<file path="src/rtl/counter_pkg.sv">
// Shared encodings and helpers for the counter family.
// Direction/mode constants and a width helper for prescalers.
package counter_pkg;

  localparam logic DIR_UP = 1'b1;
  localparam logic DIR_DN = 1'b0;

  localparam int MODE_WRAP = 0;
  localparam int MODE_SAT  = 1;

  function automatic int clog2(input longint unsigned v);
    int r;
    longint unsigned x;
    r = 0;
    x = 1;
    while (x < v) begin
      x = x << 1;
      r++;
    end
    return r;
  endfunction

endpackage

</file>
<file path="src/rtl/clk_prescaler.sv">
// Enable-gated prescaler: tick on every PRESCALE-th enabled cycle.
// tick is combinational so the consumer steps on the same edge.
module clk_prescaler
  import counter_pkg::*;
#(
  parameter int PRESCALE = 1
) (
  input  logic clk,
  input  logic reset,
  input  logic en,
  input  logic restart,
  output logic tick
);

  localparam int PW =
    (clog2(PRESCALE) < 1) ? 1 : clog2(PRESCALE);
  localparam logic [PW-1:0] LAST = PW'(PRESCALE - 1);

  logic [PW-1:0] r_cnt;

  always_ff @(posedge clk) begin
    if (reset || restart) begin
      r_cnt <= '0;
    end else if (en) begin
      r_cnt <= (r_cnt == LAST) ? '0 : r_cnt + PW'(1);
    end
  end

  assign tick = en && (r_cnt == LAST);

endmodule

</file>
<file path="src/rtl/mod_counter.sv">
// Modulo up/down counter with prescale, load/clear,
// wrap-or-saturate and terminal-count/overflow flags.
module mod_counter
  import counter_pkg::*;
#(
  parameter int     WIDTH    = 8,
  parameter longint MODULUS  = 256,
  parameter int     PRESCALE = 1,
  parameter int     SATURATE = 0
) (
  input  logic             clk,
  input  logic             reset,
  input  logic             en,
  input  logic             up_dn,
  input  logic             load,
  input  logic [WIDTH-1:0] load_val,
  input  logic             clear,
  output logic [WIDTH-1:0] value,
  output logic             tc,
  output logic             wrap,
  output logic             ovf
);

  localparam logic [WIDTH-1:0] MAXV = WIDTH'(MODULUS - 1);
  localparam bit SAT = (SATURATE == MODE_SAT);

  logic [WIDTH-1:0] r_value;
  logic             r_wrap;
  logic             r_ovf;

  logic             w_tick;
  logic             w_do_clr;
  logic             w_do_ld;
  logic             w_do_step;
  logic             w_at_top;
  logic             w_at_bot;
  logic [WIDTH-1:0] w_ld_val;
  logic [WIDTH-1:0] w_nxt_value;
  logic             w_nxt_wrap;
  logic             w_nxt_ovf;

  clk_prescaler #(
    .PRESCALE (PRESCALE)
  ) u_pre (
    .clk     (clk),
    .reset   (reset),
    .en      (en),
    .restart (clear | load),
    .tick    (w_tick)
  );

  // Mutually exclusive actions encode clear > load > step.
  assign w_do_clr  = clear;
  assign w_do_ld   = load & ~clear;
  assign w_do_step = w_tick & ~load & ~clear;

  assign w_at_top = (r_value == MAXV);
  assign w_at_bot = (r_value == '0);
  assign w_ld_val = (load_val > MAXV) ? MAXV : load_val;

  always_comb begin
    w_nxt_value = r_value;
    w_nxt_wrap  = 1'b0;
    w_nxt_ovf   = r_ovf;
    unique case (1'b1)
      w_do_clr: begin
        w_nxt_value = '0;
        w_nxt_ovf   = 1'b0;
      end
      w_do_ld: begin
        w_nxt_value = w_ld_val;
      end
      w_do_step: begin
        if (up_dn == DIR_UP) begin
          if (w_at_top) begin
            w_nxt_wrap = 1'b1;
            w_nxt_ovf  = 1'b1;
            if (!SAT) w_nxt_value = '0;
          end else begin
            w_nxt_value = r_value + WIDTH'(1);
          end
        end else begin
          if (w_at_bot) begin
            w_nxt_wrap = 1'b1;
            w_nxt_ovf  = 1'b1;
            if (!SAT) w_nxt_value = MAXV;
          end else begin
            w_nxt_value = r_value - WIDTH'(1);
          end
        end
      end
      default: ;
    endcase
  end

  always_ff @(posedge clk) begin
    if (reset) begin
      r_value <= '0;
      r_wrap  <= 1'b0;
      r_ovf   <= 1'b0;
    end else begin
      r_value <= w_nxt_value;
      r_wrap  <= w_nxt_wrap;
      r_ovf   <= w_nxt_ovf;
    end
  end

  assign value = r_value;
  assign wrap  = r_wrap;
  assign ovf   = r_ovf;
  assign tc    = (up_dn == DIR_DN) ? w_at_bot : w_at_top;

endmodule

</file>
<file path="config.mk">
export PLATFORM = sky130hd
export DESIGN_NAME = mod_counter
export DESIGN_NICKNAME = d
export VERILOG_FILES = /design/src/rtl/counter_pkg.sv /design/src/rtl/clk_prescaler.sv /design/src/rtl/mod_counter.sv
export SDC_FILE = /design/constraint.sdc
export NUM_CORES = 1
export LEC_CHECK = 0
export BUFFER_PORTS_ARGS = -buffer_cell sky130_fd_sc_hd__buf_2
export CORE_UTILIZATION = 44
export CTS_BUF_LIST = sky130_fd_sc_hd__clkbuf_4
export CTS_CLUSTER_DIAMETER = 100
export DETAILED_ROUTE_END_ITERATION = 8
export PLACE_DENSITY = 0.79
export SYNTH_ARGS = -nofsm -noshare
export SYNTH_HDL_FRONTEND = slang
export SYNTH_HIERARCHICAL = 1
export SYNTH_SLANG_ARGS = --single-unit
</file>
<file path="constraint.sdc">
create_clock -name clk -period 3.7 [get_ports clk]
set_clock_uncertainty 0.05 [all_clocks]
set_input_delay 0.74 -clock clk [delete_from_list [all_inputs] [get_ports clk]]
set_output_delay 0.74 -clock clk [all_outputs]
set_load 0.01 [all_outputs]
</file>
==> reports/qor.yml, run 1 <==
antenna_found_initial: 0
antenna-diode-count: 0
post_cts_buffers: 0
grt_pass1_vias: 871
cts_resized: 0
cts_root_buf: "clkbuf_4"
tightest_slew_ns: 0.542
syn_inst: 114
dp.final_hpwl_mm: 1.77
max_stage_delay_ns: 0.40
ys_ff_latch: 10
final_util: 0.560
cp_max_fo: 9
synth_top_cell_by_area: "dfxtp_1"
fp.dieW_microns: 47.1
gp_congestion: 0.957
synth-edff-count: 0
design_area_sq_um: 1020
std_cell_rows: 15
postCtsHoldBufs: 0
period_minus_slack_ns: 2.60
seq_area_sq_um: 200
syn_nets: 131
drc: 0
finalSetupViolCount: 0
drt_iter0_drc: 42
worstHoldPathType: "reg -> reg"
cp_data_required_time_ns: 2.91
first_pass_iters: 4
cts_buffers: 3
async_flop_share: 0
clock_latency_ns: 0.27
status: "complete, no violations"
grt_pass1_wl_mm: 3.80
htreeDepth: 1
critPathArrivalTime_ns: 1.81
hold_viol_final: 0
max_freq_ghz: 0.384
slowest_stage: "dfxtp_1"
post-route-period-util: 0.704
synth_ff_type: "dfxtp_1"
yosysWarningCount: 6
max_cap_violations: 0
ir_drop_v: 0.000142
netlist_area_sq_um: 893
vias_per_cell: 6.13
clockBufferDepth: 2
p_leak_nw: 0.450
syn_to_final_growth_pct: 14.1
rsz0062_at_grt: "false"
ys_types: 43
slew_violations: 0
cts_tree: "done"
pwr_density_cell_nw_per_um2: 289
grt_usage: 0.244
synth_area_per_cell_sq_um: 7.84
port_buffers: 24
final_cell_count_no_fill: 159
grt_overflow: 0
die_y_microns: 47.1
fin_nets: 152
yosysTopAreaCellShare: 0.224
wirelength_mm: 2.36
ant_nets: 0
io_pins: 25
core_area_sq_um: 1820
path_clk_slew_ns: 0.07
dp_cells: 155
yosys-top-cells-area: "dfxtp_1 (22%), a21oi_1 (4.5%), ha_1 (4.2%)"
worstSetupEndpointType: "output pin"
num_vias: 974
start_kind: "flip-flop"
fillers: 194
multi_input_area_sq_um: 616
slew_headroom: 0.638
clock_sinks: 10
totalPowerFinal_mw: 0.295
grt_start_max_net_pins: 14
initial_core_util: 0.491
die_area_sq_um: 2210
ys_seq_area_frac: 0.224
fin_tns_setup_ns: 0
crit_type: "reg -> out"
placed_area_sq_um: 993
cp_cell_sequence: "ha_1 > and3_2 > a31oi_1 > nor2_1 > buf_2"
wl_per_cell_microns: 14.9
layout-drive-gt1-share: 0.246
synthesized netlist by cell type (3+ instances only):
| cell type | count |
|---|---|
| a21oi_1 | 8 |
| inv_1 | 7 |
| o21ai_0 | 5 |
| xnor2_1 | 4 |
| nand2_1 | 7 |
| ha_1 | 3 |
| a31oi_1 | 3 |
| dfxtp_1 | 10 |
| nand2b_1 | 3 |
| nand4_1 | 5 |
| nor2_1 | 5 |
| nor3_1 | 4 |
| nand3_1 | 6 |
| clkbuf_1 | 3 |
state kept, by name, indices dropped and copies added, names as in the netlist:
register	flops
value	8
ovf	1
wrap	1
metrics by stage:
step	hold WS, ns	setup WS (ns)
after floorplan	0.447	1.39
after global placement	0.380	1.34
after detailed placement	0.387	1.31
after CTS	0.405	1.10
after global routing	0.424	0.960
final	0.400	1.10
report_power, final:
part / internal, mW / leakage [nW] / switching, mW
clock: 0.0391 / 0.0154 / 0.0437
combinational: 0.0375 / 0.352 / 0.0486
sequential: 0.113 / 0.0818 / 0.0129
total: 0.190 / 0.450 / 0.105
layout by cell type, fill, tap and decap left out, drive strengths merged, types with 4 or more instances in the layout:
cell type  synthesis  routed
a21oi              8       8
nand3              6       6
a31oi              4       4
dfxtp             10      10
nand4              5       5
nor2               5       5
inv                7       7
buf                5      24
o21ai              5       5
nand2              7       7
nor3               5       5
xnor2              4       4
critical path, delay by kind of cell (launching register included):
family                     cells  cell delay, ns
AOI/OAI and AO/OA              1            0.37
adders and majority gates      1            0.27
buffers and inverters          1            0.15
DFF                            1            0.40
and+or+nand+nor                2            0.36
routing by layer:
| layer | vias up | track usage | wire length (microns) |
|---|---|---|---|
| li1 | 468 | - | - |
| met1 | 454 | 0.338 | 1080 |
| met2 | 50 | 0.361 | 1080 |
| met3 | 2 | 0.0615 | 197 |
| met4 | 0 | 0.0971 | 12 |
| met5 | - | 0 | 0 |
cell type report:
type | instances | area share
Multi-Input combinational cell | 89 | 0.604
Sequential cell | 10 | 0.196
Tap cell | 25 | 0.0307
Timing Repair Buffer | 24 | 0.118
Clock inverter | 1 | 0.00368
Inverter | 7 | 0.0258
Clock buffer | 3 | 0.0221
cell families after synthesis:
logic type,after synthesis,share of synthesized area
XOR/XNOR,5,0.0490
buffers and inverters,15,0.0868
adder cells (fa/ha/maj),3,0.0420
multiplexers,1,0.0112
AND/OR/NAND/NOR,44,0.286
AO/OA/AOI/OAI,36,0.301
flip-flops,10,0.224
path summary, 6_finish.rpt:
check                                 to     start  depth (start not counted)  slack (ns)
worst min register to register       ovf       ovf                          1        0.40
worst min-delay path                 ovf       ovf                          1        0.40
worst max register to register  value[4]  value[0]                          6        1.76
worst max-delay path                  tc  value[0]                          5        1.10
(Power assumes the default switching activity.)
==> run 2: changes to the inputs <==
- PLACE_DENSITY: 0.79 -> 0.82
- clock period: 3.7 -> 2.2 ns (I/O delays scaled with it)
==> run 2 against run 1 <==
Net effect:
- worst hold slack got worse by 0.059 ns
- count of clock-buffer cells in the layout unchanged
- clock power is 73% higher
- first-iteration DRC count rose by 48%
- die area stayed put
- sequential power rose by 71%
- global-route usage is 2.6 points higher
- combinational power increased by 90%
- final cell count up 2.5%
- critical path type unchanged
- critical endpoint unchanged
- largest cell class unchanged
- largest power group unchanged
==> reports/qor.yml, run 2 (synthesis gave the netlist of run 1 again) <==
cp_max_fo: 9  # unchanged
syn_to_final_growth_pct: 19.5
hold_viol_final: 0  # unchanged
maxUsedRoutingLayer: "met4"
slew_headroom: 0.708  # +0.0704
p_int_mw: 0.330  # +74%
cts_tree: "done"
grt_pass1_wl_mm: 4.12  # +8.4%
critPathArrivalTime_ns: 1.63  # -0.18 ns
cts_root_buf: "clkbuf_4"
start_kind: "flip-flop"
postCtsHoldBufs: 0  # unchanged
period_minus_slack_ns: 2.12
largest_reg_flops: 8  # unchanged
combinationalPowerShare: 0.314  # +0.022
status: "complete, no violations"
wl_met3_microns: 265  # +35%
cp_data_required_time_ns: 1.71  # -1.20 ns
tightest_slew_ns: 0.436  # -0.106 ns
htreeDepth: 1  # unchanged
pwr-share-clk: 0.274  # -0.007
worstHoldPathType: "in -> reg"
worstSetupEndpointType: "output pin"
drt_iter0_drc: 62  # +48%
slew_violations: 0  # unchanged
die_area_sq_um: 2210  # unchanged
dp_cells: 158  # +1.9%
grt_usage: 0.270  # +0.0265
wl_per_cell_microns: 16.7  # +12%
layout-drive-gt1-share: 0.283  # +0.0363
wirelength_mm: 2.72  # +15%
worst_slack_ns: 0.0792  # -1.02 ns
io_pins: 25  # unchanged
max_cap_violations: 0  # unchanged
max_freq_ghz: 0.472
cp_cell_sequence: "inv_1 > ha_1 > nor3b_4 > a31oi_4 > nor2_1 > buf_2"
seqPwrFrac: 0.412  # -0.015
slowest_stage: "dfxtp_2"
crit_type: "reg -> out"
pre_cts_ws_ns: 0.222  # -1.08 ns
totalPowerFinal_mw: 0.521  # +77%
clock_sinks: 10  # unchanged
grt_overflow: 0  # unchanged
finalSetupViolCount: 0  # unchanged
final_cell_count_no_fill: 163  # +2.5%
num_vias: 1024  # +5.1%
wl_met2_mm: 1.31  # +21%
cts_buffers: 3  # unchanged
core_area_sq_um: 1820  # unchanged
grt_pass1_vias: 920  # +5.6%
p_leak_nw: 0.473  # +5.3%
drt-met1-wl_mm: 1.07  # -1.1%
post-route-period-util: 0.964
final_cell_mix: "buf_2 (24), a21oi_1 (8), dfxtp_1 (8)"
first_pass_iters: 4  # unchanged
max_stage_delay_ns: 0.37  # -0.03 ns
vias_per_cell: 6.28  # +2.6%
fin_nets: 156  # +2.6%
die_y_microns: 47.1  # unchanged
antenna-diode-count: 0  # unchanged
path_clk_slew_ns: 0.07  # about the same
fillers: 168  # -13%
gp_congestion: 0.916  # -4.2%
design_area_sq_um: 1070  # +4.7%
ir_drop_v: 0.000300  # +110%
pwr_density_cell_nw_per_um2: 488  # +69%
fp.dieW_microns: 47.1  # unchanged
p_switching_mw: 0.191  # +82%
dp.final_hpwl_mm: 1.92  # +8.4%
mostFrequentLayoutCell: "buf_2"
std_cell_rows: 15  # unchanged
placed_area_sq_um: 1020  # +2.3%
rsz0062_at_grt: "false"
clock_latency_ns: 0.28  # about the same
antenna_found_initial: 0  # unchanged
ant_nets: 0  # unchanged
port_buffers: 24  # unchanged
drc: 0  # unchanged
initial_core_util: 0.491  # unchanged
fin_tns_setup_ns: 0  # unchanged
p_sw_frac: 0.367  # +0.00979
clockBufferDepth: 2  # unchanged
grt_start_max_net_pins: 14  # unchanged
-- run 2: cell types whose count changed in the layout (fill, tap and decap cells not counted), sizes merged --
cell | previous run | this run
buf | 24 | 28
-- run 2: path summary, 6_finish.rpt --
path / start / to / slack, ns / depth (start not counted)
worst max-delay path: value[0] / tc / 0.08 / 6
worst min-delay path: reset / value[4] / 0.34 / 2
worst max register to register: value[0] / value[5] / 0.29 / 7
worst min register to register: ovf / ovf / 0.40 / 1
-- run 2: layer usage --
metal	up-vias	global-route usage
met5	-	0
met4	0	0.154
met1	469	0.339
li1	472	-
met2	66	0.414
met3	17	0.0769
-- run 2: stage by stage --
stage               hold WS, ns   util
floorplan                 0.447      -
global placement          0.381  0.558
detailed placement        0.385  0.558
CTS                       0.352  0.574
global route              0.359  0.586
finish                    0.341  0.586
-- run 2: worst max-delay path: cells and delay by family (launching register included) --
family          cells  cell delay [ns]
buf+inv             2             0.25
compound gates      1             0.14
flops               1             0.37
simple gates        2             0.38
fa+ha+maj           1             0.20
-- run 2: layout make-up --
cell class | count | area, sq um | share of cell area
multi-input combinational | 89 | 631 | 0.591
sequential | 10 | 203 | 0.190
timing repair buffer | 28 | 150 | 0.141
tap | 25 | 31.3 | 0.0293
inverter | 7 | 26.3 | 0.0246
clock buffer | 3 | 22.5 | 0.0211
clock inverter | 1 | 3.75 | 0.00352
-- run 2: what timing repair did --
item / CTS / global route
gates resized for setup: 2 / 2
setup buffers: 0 / 1
setup endpoints to repair: 1 / 1
-- run 2: power groups by stage --
| stage | Clock [mW] | Sequential, mW | Combinational (mW) |
|---|---|---|---|
| 2_1_floorplan | 0 | 0.209 | 0.107 |
| 5_1_grt | 0.150 | 0.217 | 0.175 |
| 3_5_place_dp | 0 | 0.216 | 0.146 |
| 6_report | 0.143 | 0.215 | 0.164 |
| 4_1_cts | 0.136 | 0.213 | 0.149 |
| 3_3_place_gp | 0 | 0.215 | 0.142 |
==> run 3: changes to the inputs <==
- PLACE_DENSITY: 0.82 -> 0.81
- REMOVE_ABC_BUFFERS: default -> 1
- SYNTH_HIERARCHICAL: 1 -> default
==> run 3 against run 2 <==
Net effect:
- register-to-register slack barely moved
- via count rose by 10%
- count of clock-buffer cells in the layout did not move
- largest power group unchanged
==> reports/qor.yml, run 3 <==
status: "complete, no violations"
drc: 0  # unchanged
first_pass_iters: 4  # unchanged
pre_cts_ws_ns: 0.210  # -0.0122 ns
final_cell_count_no_fill: 173  # +6.1%
htreeDepth: 1  # unchanged
slew_violations: 0  # unchanged
cts_buffers: 3  # unchanged
holdWs_ns: 0.415  # +0.0735 ns
ys_types: 44  # +2.3%
core_area_sq_um: 2000  # +10%
min-delay-start: "load_val[1]"
yosysTopAreaCellShare: 0.211  # -0.0136
reg2reg_from: "value[2]"
cts_tree: "done"
yosys-top-cells-area: "dfxtp_1 (21%), xor2_1 (6.4%), nor3b_1 (5.5%)"
ys_ff_latch: 10  # unchanged
clock_sinks: 10  # unchanged
grt_start_max_net_pins: 16  # +2
critPathArrivalTime_ns: 1.67  # +0.04 ns
clock_latency_ns: 0.27  # about the same
fp.dieW_microns: 48.5  # +3.0%
final_cell_mix: "buf_2 (24), a21oi_1 (10), buf_4 (10)"
grt_pass1_wl_mm: 4.83  # +17%
yosysWarningCount: 0  # -6
syn_to_final_growth_pct: 24.9
async_flop_share: 0  # unchanged
synth_xor_area_frac: 0.0645  # +0.0155
worstSetupEndpointType: "output pin"
ir_drop_v: 0.000289  # -3.9%
grt_pass1_vias: 1001  # +8.8%
post-route-period-util: 0.980  # +0.0163
max_cap_violations: 0  # unchanged
dp.final_hpwl_mm: 2.05  # +7.1%
timing.critical_path.from: "value[1]"
design_area_sq_um: 1190  # +11%
start_kind: "flip-flop"
reg2regPathDepth: 5  # -2
grt_usage: 0.262  # -0.00789
synth-edff-count: 0  # unchanged
finalSetupViolCount: 0  # unchanged
cts_root_buf: "clkbuf_4"
ys_seq_area_frac: 0.211  # -0.0136
synth-compound-area-share: 0.304  # +0.00283
largest_reg_flops: 8  # unchanged
synth_top_cell_by_area: "dfxtp_1"
die_area_sq_um: 2350  # +6.2%
synthTopCellsByCount: "a21oi_1 (10), dfxtp_1 (10), nor3b_1 (7), xor2_1 (7)"
tightest_slew_ns: 0.613  # +0.177 ns
wirelength_mm: 3.01  # +11%
worstHoldPathType: "in -> reg"
fin_tns_setup_ns: 0  # unchanged
synth-simple-area-share: 0.266  # -0.0199
vias_per_cell: 6.53  # +4.0%
antenna-diode-count: 0  # unchanged
synthMuxAreaShare: 0.0211  # +0.00985
synth_top_family_by_area: "compound AO/OA/AOI/OAI gates"
fin_nets: 164  # +5.1%
io_pins: 25  # unchanged
worst_slack_ns: 0.0434  # -0.0358 ns
clockBufferDepth: 2  # unchanged
pwr_density_cell_nw_per_um2: 457  # -6.4%
dp_cells: 167  # +5.7%
placed_area_sq_um: 1100  # +8.0%
hold_viol_final: 0  # unchanged
port_buffers: 24  # unchanged
antenna_found_initial: 0  # unchanged
max_freq_ghz: 0.464  # -1.7%
synth_fa_ha_area_frac: 0.0395  # -0.00254
netlist_area_sq_um: 951  # +6.4%
p_leak_nw: 0.493  # +4.0%
mostFrequentLayoutCell: "buf_2"
drt_iter0_drc: 88  # +42%
initial_core_util: 0.475  # -0.0157
synth_ff_type: "dfxtp_1"
layout-drive-gt1-share: 0.377  # +0.0941
wl_per_cell_microns: 17.4  # +4.2%
slew_headroom: 0.590  # -0.118
std_cell_rows: 16  # +1
gp_congestion: 0.965  # +5.3%
die_y_microns: 48.5  # +3.0%
holdPathStages: 3  # +1
cp_data_required_time_ns: 1.71  # about the same
period_minus_slack_ns: 2.16  # +0.0358 ns
postCtsHoldBufs: 0  # unchanged
path_clk_slew_ns: 0.07  # about the same
crit_type: "reg -> out"
num_vias: 1130  # +10%
synth_area_per_cell_sq_um: 7.92  # +1.1%
syn_inst: 120  # +5.3%
cp_max_fo: 7  # -2
grt_overflow: 0  # unchanged
ant_nets: 0  # unchanged
==> run 3: cell types whose count changed after synthesis, moves of 3 or more <==
cell	previous run	this run
xnor2_1	4	0
nand2_1	7	2
xor2_1	1	7
nand2b_1	3	0
nor3b_1	2	7
==> run 3: per-layer routing <==
metal / part of all wire / vias up / GRT usage
met4: 0.043 / 0 / 0.0931
met1: 0.41 / 530 / 0.333
met2: 0.48 / 68 / 0.446
li1: - / 511 / -
met5: 0 / - / 0
met3: 0.072 / 21 / 0.0440
==> run 3: cell families after synthesis <==
family / count (synthesis)
DFF: 10
and+or+nand+nor: 41
xor gates and xnor gates: 7
muxes: 2
buffers and inverters: 18
AOI/OAI and AO/OA: 39
adders and majority gates: 3
==> run 3: worst max-delay path, cell delays in order, from the launching register on <==
cell,delay (ns)
dfxtp_2,0.37
inv_2,0.09
ha_4,0.13
or3b_4,0.39
o31ai_4,0.24
buf_2,0.17
==> run 3: area by class of cell <==
class,instances,area [sq um]
sequential,10,210
multi-input combinational,92,697
clock buffer,3,22.5
clock inverter,1,3.75
fill,189,815
timing repair buffer,34,195
inverter,6,25.0
tap,27,33.8
==> run 3: worst paths after layout <==
check	to	slack (ns)
min	value[1]	0.41
min reg2reg	value[0]	0.51
max reg2reg	value[7]	0.28
max	tc	0.04
==> run 3: per-stage QoR <==
| step | power, mW | utilization |
|---|---|---|
| 2_1_floorplan | 0.303 | - |
| 3_3_place_gp | 0.372 | 0.548 |
| 3_5_place_dp | 0.378 | 0.548 |
| 4_1_cts | 0.522 | 0.568 |
| 5_1_grt | 0.565 | 0.593 |
| 6_report | 0.543 | 0.593 |
==> run 3: power by group <==
part	internal, mW	total [mW]	switching [mW]	leakage, nW
registers	0.191	0.210	0.0189	0.0846
logic	0.0862	0.192	0.106	0.393
clock network	0.0658	0.141	0.0755	0.0154
total	0.343	0.543	0.200	0.493
==> run 3: timing repair <==
action,CTS,global route
setup endpoints to repair,1,1
setup buffers,1,1
pin swaps,2,1
gates resized for setup,4,12
